[src/rtl/spram_rr_arbiter_if.sv]
// Requester-side bundle for spram_rr_arbiter: one access request channel plus its read-response return.
// An access transfers in a cycle where valid && ready; valid, we, addr and wdata stay stable until then; resp_valid is a one-cycle pulse with no backpressure.
interface spram_rr_arbiter_if #(
  parameter int DATA_WIDTH = 32,
  parameter int ADDR_W     = 7
);
  logic                  valid;
  logic                  ready;
  logic                  we;
  logic [ADDR_W-1:0]     addr;
  logic [DATA_WIDTH-1:0] wdata;
  logic                  resp_valid;
  logic [DATA_WIDTH-1:0] resp_rdata;

  modport master (
    output valid, we, addr, wdata,
    input  ready, resp_valid, resp_rdata
  );

  modport slave (
    input  valid, we, addr, wdata,
    output ready, resp_valid, resp_rdata
  );
endinterface

[src/rtl/spram_rr_arbiter.sv]
// Round-robin sharing of one single-port RAM between two requesters, with read data routed back after LATENCY cycles.
// Define SPRAM_ARB_INIT_EN to zero-fill the whole RAM after reset before any request is accepted.
module spram_rr_arbiter #(
  parameter  int DATA_WIDTH = 32,
  parameter  int DEPTH      = 128,
  parameter  int LATENCY    = 1,
  localparam int ADDR_W     = $clog2(DEPTH)
) (
  input  logic                  clk,
  input  logic                  rst,
  spram_rr_arbiter_if.slave     req0,
  spram_rr_arbiter_if.slave     req1,
  output logic                  o_ram_en,
  output logic                  o_ram_we,
  output logic [ADDR_W-1:0]     o_ram_addr,
  output logic [DATA_WIDTH-1:0] o_ram_din,
  input  logic [DATA_WIDTH-1:0] i_ram_dout,
  output logic                  o_init_busy,
  output logic                  o_dbg_state
);

  typedef enum logic {ST_INIT = 1'b0, ST_RUN = 1'b1} state_t;

  state_t               r_state;
  state_t               w_state_nxt;
  logic                 r_last;
  logic                 w_run;
  logic                 w_gnt0;
  logic                 w_gnt1;
  logic                 w_sweep_done;
  logic [ADDR_W-1:0]    w_sweep_addr;
  logic [LATENCY-1:0]   r_pend0;
  logic [LATENCY-1:0]   r_pend1;

`ifdef SPRAM_ARB_INIT_EN
  localparam state_t          RST_STATE    = ST_INIT;
  localparam int unsigned     SWEEP_LAST_I = DEPTH - 1;
  localparam logic [ADDR_W:0] SWEEP_LAST   = SWEEP_LAST_I[ADDR_W:0];

  logic [ADDR_W:0] r_sweep;

  always_ff @(posedge clk or posedge rst) begin
    if (rst)                   r_sweep <= '0;
    else if (r_state == ST_INIT) r_sweep <= r_sweep + 1'b1;
  end

  assign w_sweep_done = (r_sweep == SWEEP_LAST);
  assign w_sweep_addr = r_sweep[ADDR_W-1:0];
  assign o_init_busy  = (r_state == ST_INIT);
`else
  localparam state_t RST_STATE = ST_RUN;

  assign w_sweep_done = 1'b1;
  assign w_sweep_addr = '0;
  assign o_init_busy  = 1'b0;
`endif

  // State register
  always_ff @(posedge clk or posedge rst) begin
    if (rst) r_state <= RST_STATE;
    else     r_state <= w_state_nxt;
  end

  // Next-state logic
  always_comb begin
    w_state_nxt = r_state;
    if (r_state == ST_INIT && w_sweep_done) w_state_nxt = ST_RUN;
  end

  // Grants are forced off while rst is held so outputs sit at their reset values.
  assign w_run  = (r_state == ST_RUN) && !rst;
  assign w_gnt0 = w_run && req0.valid && (!req1.valid || r_last);
  assign w_gnt1 = w_run && req1.valid && (!req0.valid || !r_last);

  // Output logic
  always_comb begin
    o_ram_en   = 1'b0;
    o_ram_we   = 1'b0;
    o_ram_addr = '0;
    o_ram_din  = '0;
    req0.ready = w_gnt0;
    req1.ready = w_gnt1;
    if (r_state == ST_INIT && !rst) begin
      o_ram_en   = 1'b1;
      o_ram_we   = 1'b1;
      o_ram_addr = w_sweep_addr;
    end else if (w_gnt0) begin
      o_ram_en   = 1'b1;
      o_ram_we   = req0.we;
      o_ram_addr = req0.addr;
      o_ram_din  = req0.wdata;
    end else if (w_gnt1) begin
      o_ram_en   = 1'b1;
      o_ram_we   = req1.we;
      o_ram_addr = req1.addr;
      o_ram_din  = req1.wdata;
    end
  end

  // r_last remembers which port took the most recent grant; 1 after reset so port 0 wins the first tie.
  always_ff @(posedge clk or posedge rst) begin
    if (rst)                  r_last <= 1'b1;
    else if (w_gnt0 || w_gnt1) r_last <= w_gnt1;
  end

  // One marker per accepted read travels LATENCY stages alongside the RAM pipeline.
  always_ff @(posedge clk or posedge rst) begin
    if (rst) begin
      r_pend0 <= '0;
      r_pend1 <= '0;
    end else begin
      r_pend0 <= LATENCY'({r_pend0, w_gnt0 && !req0.we});
      r_pend1 <= LATENCY'({r_pend1, w_gnt1 && !req1.we});
    end
  end

  assign req0.resp_valid = r_pend0[LATENCY-1];
  assign req1.resp_valid = r_pend1[LATENCY-1];
  assign req0.resp_rdata = i_ram_dout;
  assign req1.resp_rdata = i_ram_dout;
  assign o_dbg_state     = r_state;

endmodule
[src/flat_wrapper.sv]
// flat-port wrapper written by rule: the top's interface ports become plain ports
module spram_rr_arbiter_flat 
#(
  parameter  int DATA_WIDTH = 32,
  parameter  int DEPTH      = 128,
  parameter  int LATENCY    = 1,
  localparam int ADDR_W     = $clog2(DEPTH)
)
  (clk, rst, o_ram_en, o_ram_we, o_ram_addr, o_ram_din, i_ram_dout, o_init_busy, o_dbg_state, req0_valid, req0_we, req0_addr, req0_wdata, req0_ready, req0_resp_valid, req0_resp_rdata, req1_valid, req1_we, req1_addr, req1_wdata, req1_ready, req1_resp_valid, req1_resp_rdata);
  spram_rr_arbiter_if #(.DATA_WIDTH(DATA_WIDTH)) req0_i ();
  spram_rr_arbiter_if #(.DATA_WIDTH(DATA_WIDTH)) req1_i ();
  input  logic clk;
  input  logic rst;
  output logic o_ram_en;
  output logic o_ram_we;
  output logic [ADDR_W-1:0] o_ram_addr;
  output logic [DATA_WIDTH-1:0] o_ram_din;
  input  logic [DATA_WIDTH-1:0] i_ram_dout;
  output logic o_init_busy;
  output logic o_dbg_state;
  input wire logic [$bits(req0_i.valid)-1:0] req0_valid;
  input wire logic [$bits(req0_i.we)-1:0] req0_we;
  input wire logic [$bits(req0_i.addr)-1:0] req0_addr;
  input wire logic [$bits(req0_i.wdata)-1:0] req0_wdata;
  output wire logic [$bits(req0_i.ready)-1:0] req0_ready;
  output wire logic [$bits(req0_i.resp_valid)-1:0] req0_resp_valid;
  output wire logic [$bits(req0_i.resp_rdata)-1:0] req0_resp_rdata;
  input wire logic [$bits(req1_i.valid)-1:0] req1_valid;
  input wire logic [$bits(req1_i.we)-1:0] req1_we;
  input wire logic [$bits(req1_i.addr)-1:0] req1_addr;
  input wire logic [$bits(req1_i.wdata)-1:0] req1_wdata;
  output wire logic [$bits(req1_i.ready)-1:0] req1_ready;
  output wire logic [$bits(req1_i.resp_valid)-1:0] req1_resp_valid;
  output wire logic [$bits(req1_i.resp_rdata)-1:0] req1_resp_rdata;
  assign req0_i.valid = req0_valid;
  assign req0_i.we = req0_we;
  assign req0_i.addr = req0_addr;
  assign req0_i.wdata = req0_wdata;
  assign req0_ready = req0_i.ready;
  assign req0_resp_valid = req0_i.resp_valid;
  assign req0_resp_rdata = req0_i.resp_rdata;
  assign req1_i.valid = req1_valid;
  assign req1_i.we = req1_we;
  assign req1_i.addr = req1_addr;
  assign req1_i.wdata = req1_wdata;
  assign req1_ready = req1_i.ready;
  assign req1_resp_valid = req1_i.resp_valid;
  assign req1_resp_rdata = req1_i.resp_rdata;
  spram_rr_arbiter #(.DATA_WIDTH(DATA_WIDTH), .DEPTH(DEPTH), .LATENCY(LATENCY)) u_core (.clk(clk), .rst(rst), .req0(req0_i), .req1(req1_i), .o_ram_en(o_ram_en), .o_ram_we(o_ram_we), .o_ram_addr(o_ram_addr), .o_ram_din(o_ram_din), .i_ram_dout(i_ram_dout), .o_init_busy(o_init_busy), .o_dbg_state(o_dbg_state));
endmodule
[config.mk]
export PLATFORM = sky130hd
export DESIGN_NAME = spram_rr_arbiter_flat
export DESIGN_NICKNAME = d
export VERILOG_FILES = /design/src/rtl/spram_rr_arbiter_if.sv /design/src/rtl/spram_rr_arbiter.sv /design/src/flat_wrapper.sv
export SDC_FILE = /design/constraint.sdc
export NUM_CORES = 1
export LEC_CHECK = 0
export CORE_MARGIN = 2
export CORE_UTILIZATION = 25
export CTS_CLUSTER_DIAMETER = 30
export DETAILED_ROUTE_END_ITERATION = 10
export PLACE_DENSITY = 0.85
export SLEW_MARGIN = 5
export SYNTH_ARGS = -nofsm -noshare
export SYNTH_HDL_FRONTEND = slang
export SYNTH_SLANG_ARGS = --single-unit
[constraint.sdc]
create_clock -name clk -period 1.6 [get_ports clk]
set_clock_uncertainty 0.05 [all_clocks]
set_input_delay 0.48 -clock clk [delete_from_list [all_inputs] [get_ports clk]]
set_output_delay 0.48 -clock clk [all_outputs]
set_load 0.1 [all_outputs]
==> metrics.md <==
| Metric | Value |
|---|---|
| Status | `finished, violations left` |
| Failing checks | `negative setup slack` |
| Routed WL per cell | `19.0 um` |
| Fraction of registers with async set/reset | `100%` |
| Clk slew on worst S/H paths | `0.03 ns` |
| Die X | `91.7 um` |
| Row cnt | `31` |
| Sequential cell area | `76.3 sq um` |
| Kind of critical path | `reg2out` |
| Clock power share | `8.7%` |
| CTS Buf Count | `3` |
| Sequential cell fraction of total power | `3.7%` |
| CTS root buf | `clkbuf_8` |
| Final setup margin | `-0.556 ns` |
| Worst setup endpoint | `o_ram_we` |
| Ys flop type | `dfrtp_1` |
| Die Y | `91.7 um` |
| Worst EP arrival | `1.63 ns` |
| First-pass DRT Iterations | `4` |
| Worst Hold Class | `in2async` |
| Core area | `7330 sq um` |
| Yosys warns | `0` |
| Max-slew violation count | `0` |
| First-pass GRT wire length | `12200 um` |
| Antenna violations before repair | `0` |
| DRC | `0` |
| Critical Path End Type | `output pin` |
| I/O Buffers | `128` |
| CTS Sinks | `3` |
| Max clock buf depth | `2` |
| Worst setup startpoint | `u_core.r_last` |
| H-tree levels | `1` |
| NetSw | `0.00132 W` |
| Synthesis-to-finish area growth | `134%` |
| Initial Utilization | `26.2%` |
| Worst path required time | `1.07 ns` |
| Fmax | `0.464 GHz` |
| Post-Synthesis Cells | `227` |
| Crit Path Max Fanout | `6` |
| Share of cells above drive strength 1 | `50.5%` |
| Multi-input logic area | `1860 sq um` |
| Via count | `1936` |
| RSZ-0062 raised after global routing | `yes` |
| Distinct cells, synth | `20` |
| Syn_nets | `343` |
| Count of flip-flops with a built-in enable after synthesis | `0` |
| R2R depth | `5` |
| Largest net degree at the start of global routing | `40` |
| Final setup fails | `43` |
| Grt ovf | `0` |
| CTS tree | `done` |
| FF-to-FF End | `u_core.req0.resp_valid` |
| Global Route Usage Sum | `18.3%` |
| Most area-hungry cell type in the Yosys netlist | `o32ai_2` |
| CP startpoint kind | `flip-flop` |
| FF+latch count, synth | `3` |
| DIE AREA | `8400 sq um` |
| Routed Antenna Nets | `0` |
| Top-area cell type share of the netlist area | `32.2%` |
| P per Cell Area | `578 nW/um^2` |
| Synthesized cell area | `1920 sq um` |
| DRT iter0 DRCs | `21` |
| Sequential share of the synthesized area | `3.97%` |
| Design Area, Final | `4490 sq um` |
| # fillers | `544` |
| GPL Wtd Cong | `0.743` |
| Net count, final | `428` |
| Worst vdd ir | `0.000240 V` |
| Routed vias/inst | `4.72` |
| HPWL after DPL | `5540 um` |
| Dpl cell area | `4100 sq um` |
| # IOs | `227` |
| Sw Ratio | `50.9%` |
| Crit Reg-Reg Startpoint | `u_core.r_last` |
| Worst-skew pair later-pin latency | `0.22 ns` |
| Combinational Power Share | `87.6%` |
| Synth area leaders | `o32ai_2 (32%), nand2b_1 (27%), buf_4 (26%), buf_2 (2.6%), dfrtp_1 (2.6%)` |
| Post-Route WL | `7770 um` |
| Final-report hold violation count | `0` |
| Final period utilization | `135%` |
| Crit path time final | `2.16 ns` |
| Syn avg cell area | `8.46 sq um` |
| Leak | `1.66 nW` |
| Reg2Reg Setup Slack | `0.28 ns` |
| Final core utilization | `61.3%` |
| Max-cap violations | `0` |
| Int Pwr | `0.00128 W` |
| Antenna cells | `0` |
| Vias in the first global route | `2220` |
==> flip-flops by register name, summed over array words and instances, names as in the netlist <==
signal	cells
u_core.req0.resp_valid	1
u_core.req1.resp_valid	1
u_core.r_last	1
==> power groups by stage <==
stage / Sequential, W / Clock, W / Combinational (W)
2_1_floorplan: 0.000113 / 0 / 0.00212
3_3_place_gp: 0.0000977 / 0 / 0.00210
3_5_place_dp: 0.0000981 / 0 / 0.00213
4_1_cts: 0.0000974 / 0.000230 / 0.00232
5_1_grt: 0.0000984 / 0.000238 / 0.00236
6_report: 0.0000971 / 0.000225 / 0.00228
==> cells in the mapped netlist, types with 2 or more instances <==
cell type	instances
buf_2	10
dfrtp_1	2
nor2_1	3
buf_4	66
clkbuf_1	8
buf_6	4
conb_1	2
nand2b_1	82
o32ai_2	38
o32ai_1	2
==> critical path: stages, from the launching register on <==
cell     delay [ns]
dfstp_2        0.57
nor2b_4        0.08
buf_12         0.15
buf_12         0.13
o32ai_4        0.27
buf_12         0.21
==> per-stage QoR <==
stage | setup WS [ns] | total power, W | hold WS, ns | setup TNS [ns] | instances
final | -0.556 | 0.00260 | 0.217 | -20.12 | 410
after global routing | -0.604 | 0.00269 | 0.228 | -22.20 | 410
after CTS | -0.602 | 0.00265 | 0.232 | -21.84 | 407
after detailed placement | -0.860 | 0.00223 | 0.541 | -35.09 | 388
after global placement | -0.848 | 0.00220 | 0.530 | -34.73 | 388
after floorplan | -0.678 | 0.00223 | 0.327 | -27.60 | 227
==> kinds of logic after synthesis <==
| logic type | count (synthesis) | share of synthesized area, % |
|---|---|---|
| compound gates | 44 | 34.7 |
| buf+inv | 90 | 32.7 |
| flops | 3 | 3.97 |
| other cells | 2 | 0.391 |
| simple gates | 88 | 28.3 |
==> routing by layer <==
layer | GRT usage [%] | wire length [um] | part of all wire (%) | up-vias
met5 | 0 | 0 | 0 | -
met4 | 5.93 | 199 | 2.6 | 0
met3 | 3.12 | 537 | 6.9 | 27
met2 | 37.3 | 4440 | 57 | 110
met1 | 18.5 | 2590 | 33 | 903
li1 | - | - | - | 896
==> worst min-delay path by stage <==
stage / to / slack [ns]
after floorplan: u_core.req0.resp_valid / 0.33
after global placement: u_core.req1.resp_valid / 0.53
after detailed placement: u_core.req1.resp_valid / 0.54
after CTS: u_core.req1.resp_valid / 0.23
after global routing: u_core.req0.resp_valid / 0.23
final: u_core.req0.resp_valid / 0.22
==> placed cells by master (no fill, tap or decap) <==
master           count
nor3_1               1
clkbuf_8             3
bufbuf_16            1
clkbuf_16            1
conb_1               2
buf_6                6
nor2_4               3
buf_16               5
nor2b_4              1
dlymetal6s2s_1       7
dfrtp_1              2
clkdlybuf4s50_1     62
o32ai_4             40
clkbuf_1             1
nand2b_1            64
buf_12              59
a21bo_4              1
a21oi_4              1
nand2b_4            18
buf_2                1
buf_8                1
dfstp_2              1
inv_4                1
buf_4               14
nor3b_1              1
inv_1                1
a211oi_1             1
dlygate4sd2_1       11
a21o_1               1
==> layout make-up <==
| type | instances | area share [%] |
|---|---|---|
| clock buffers | 4 | 1.00 |
| inverters | 2 | 0.223 |
| multi-input cells | 134 | 41.5 |
| flip-flops and latches | 3 | 1.70 |
| well taps | 99 | 2.76 |
| repair buffers | 168 | 52.8 |
==> timing repair <==
item                       4_1_cts  5_1_grt
hold buffers                     0        0
resized for setup               38       15
buffers inserted                 7        7
setup endpoints to repair       43       43
gates cloned                     8        1
pin swaps                        8       10
(Power assumes the default switching activity.)
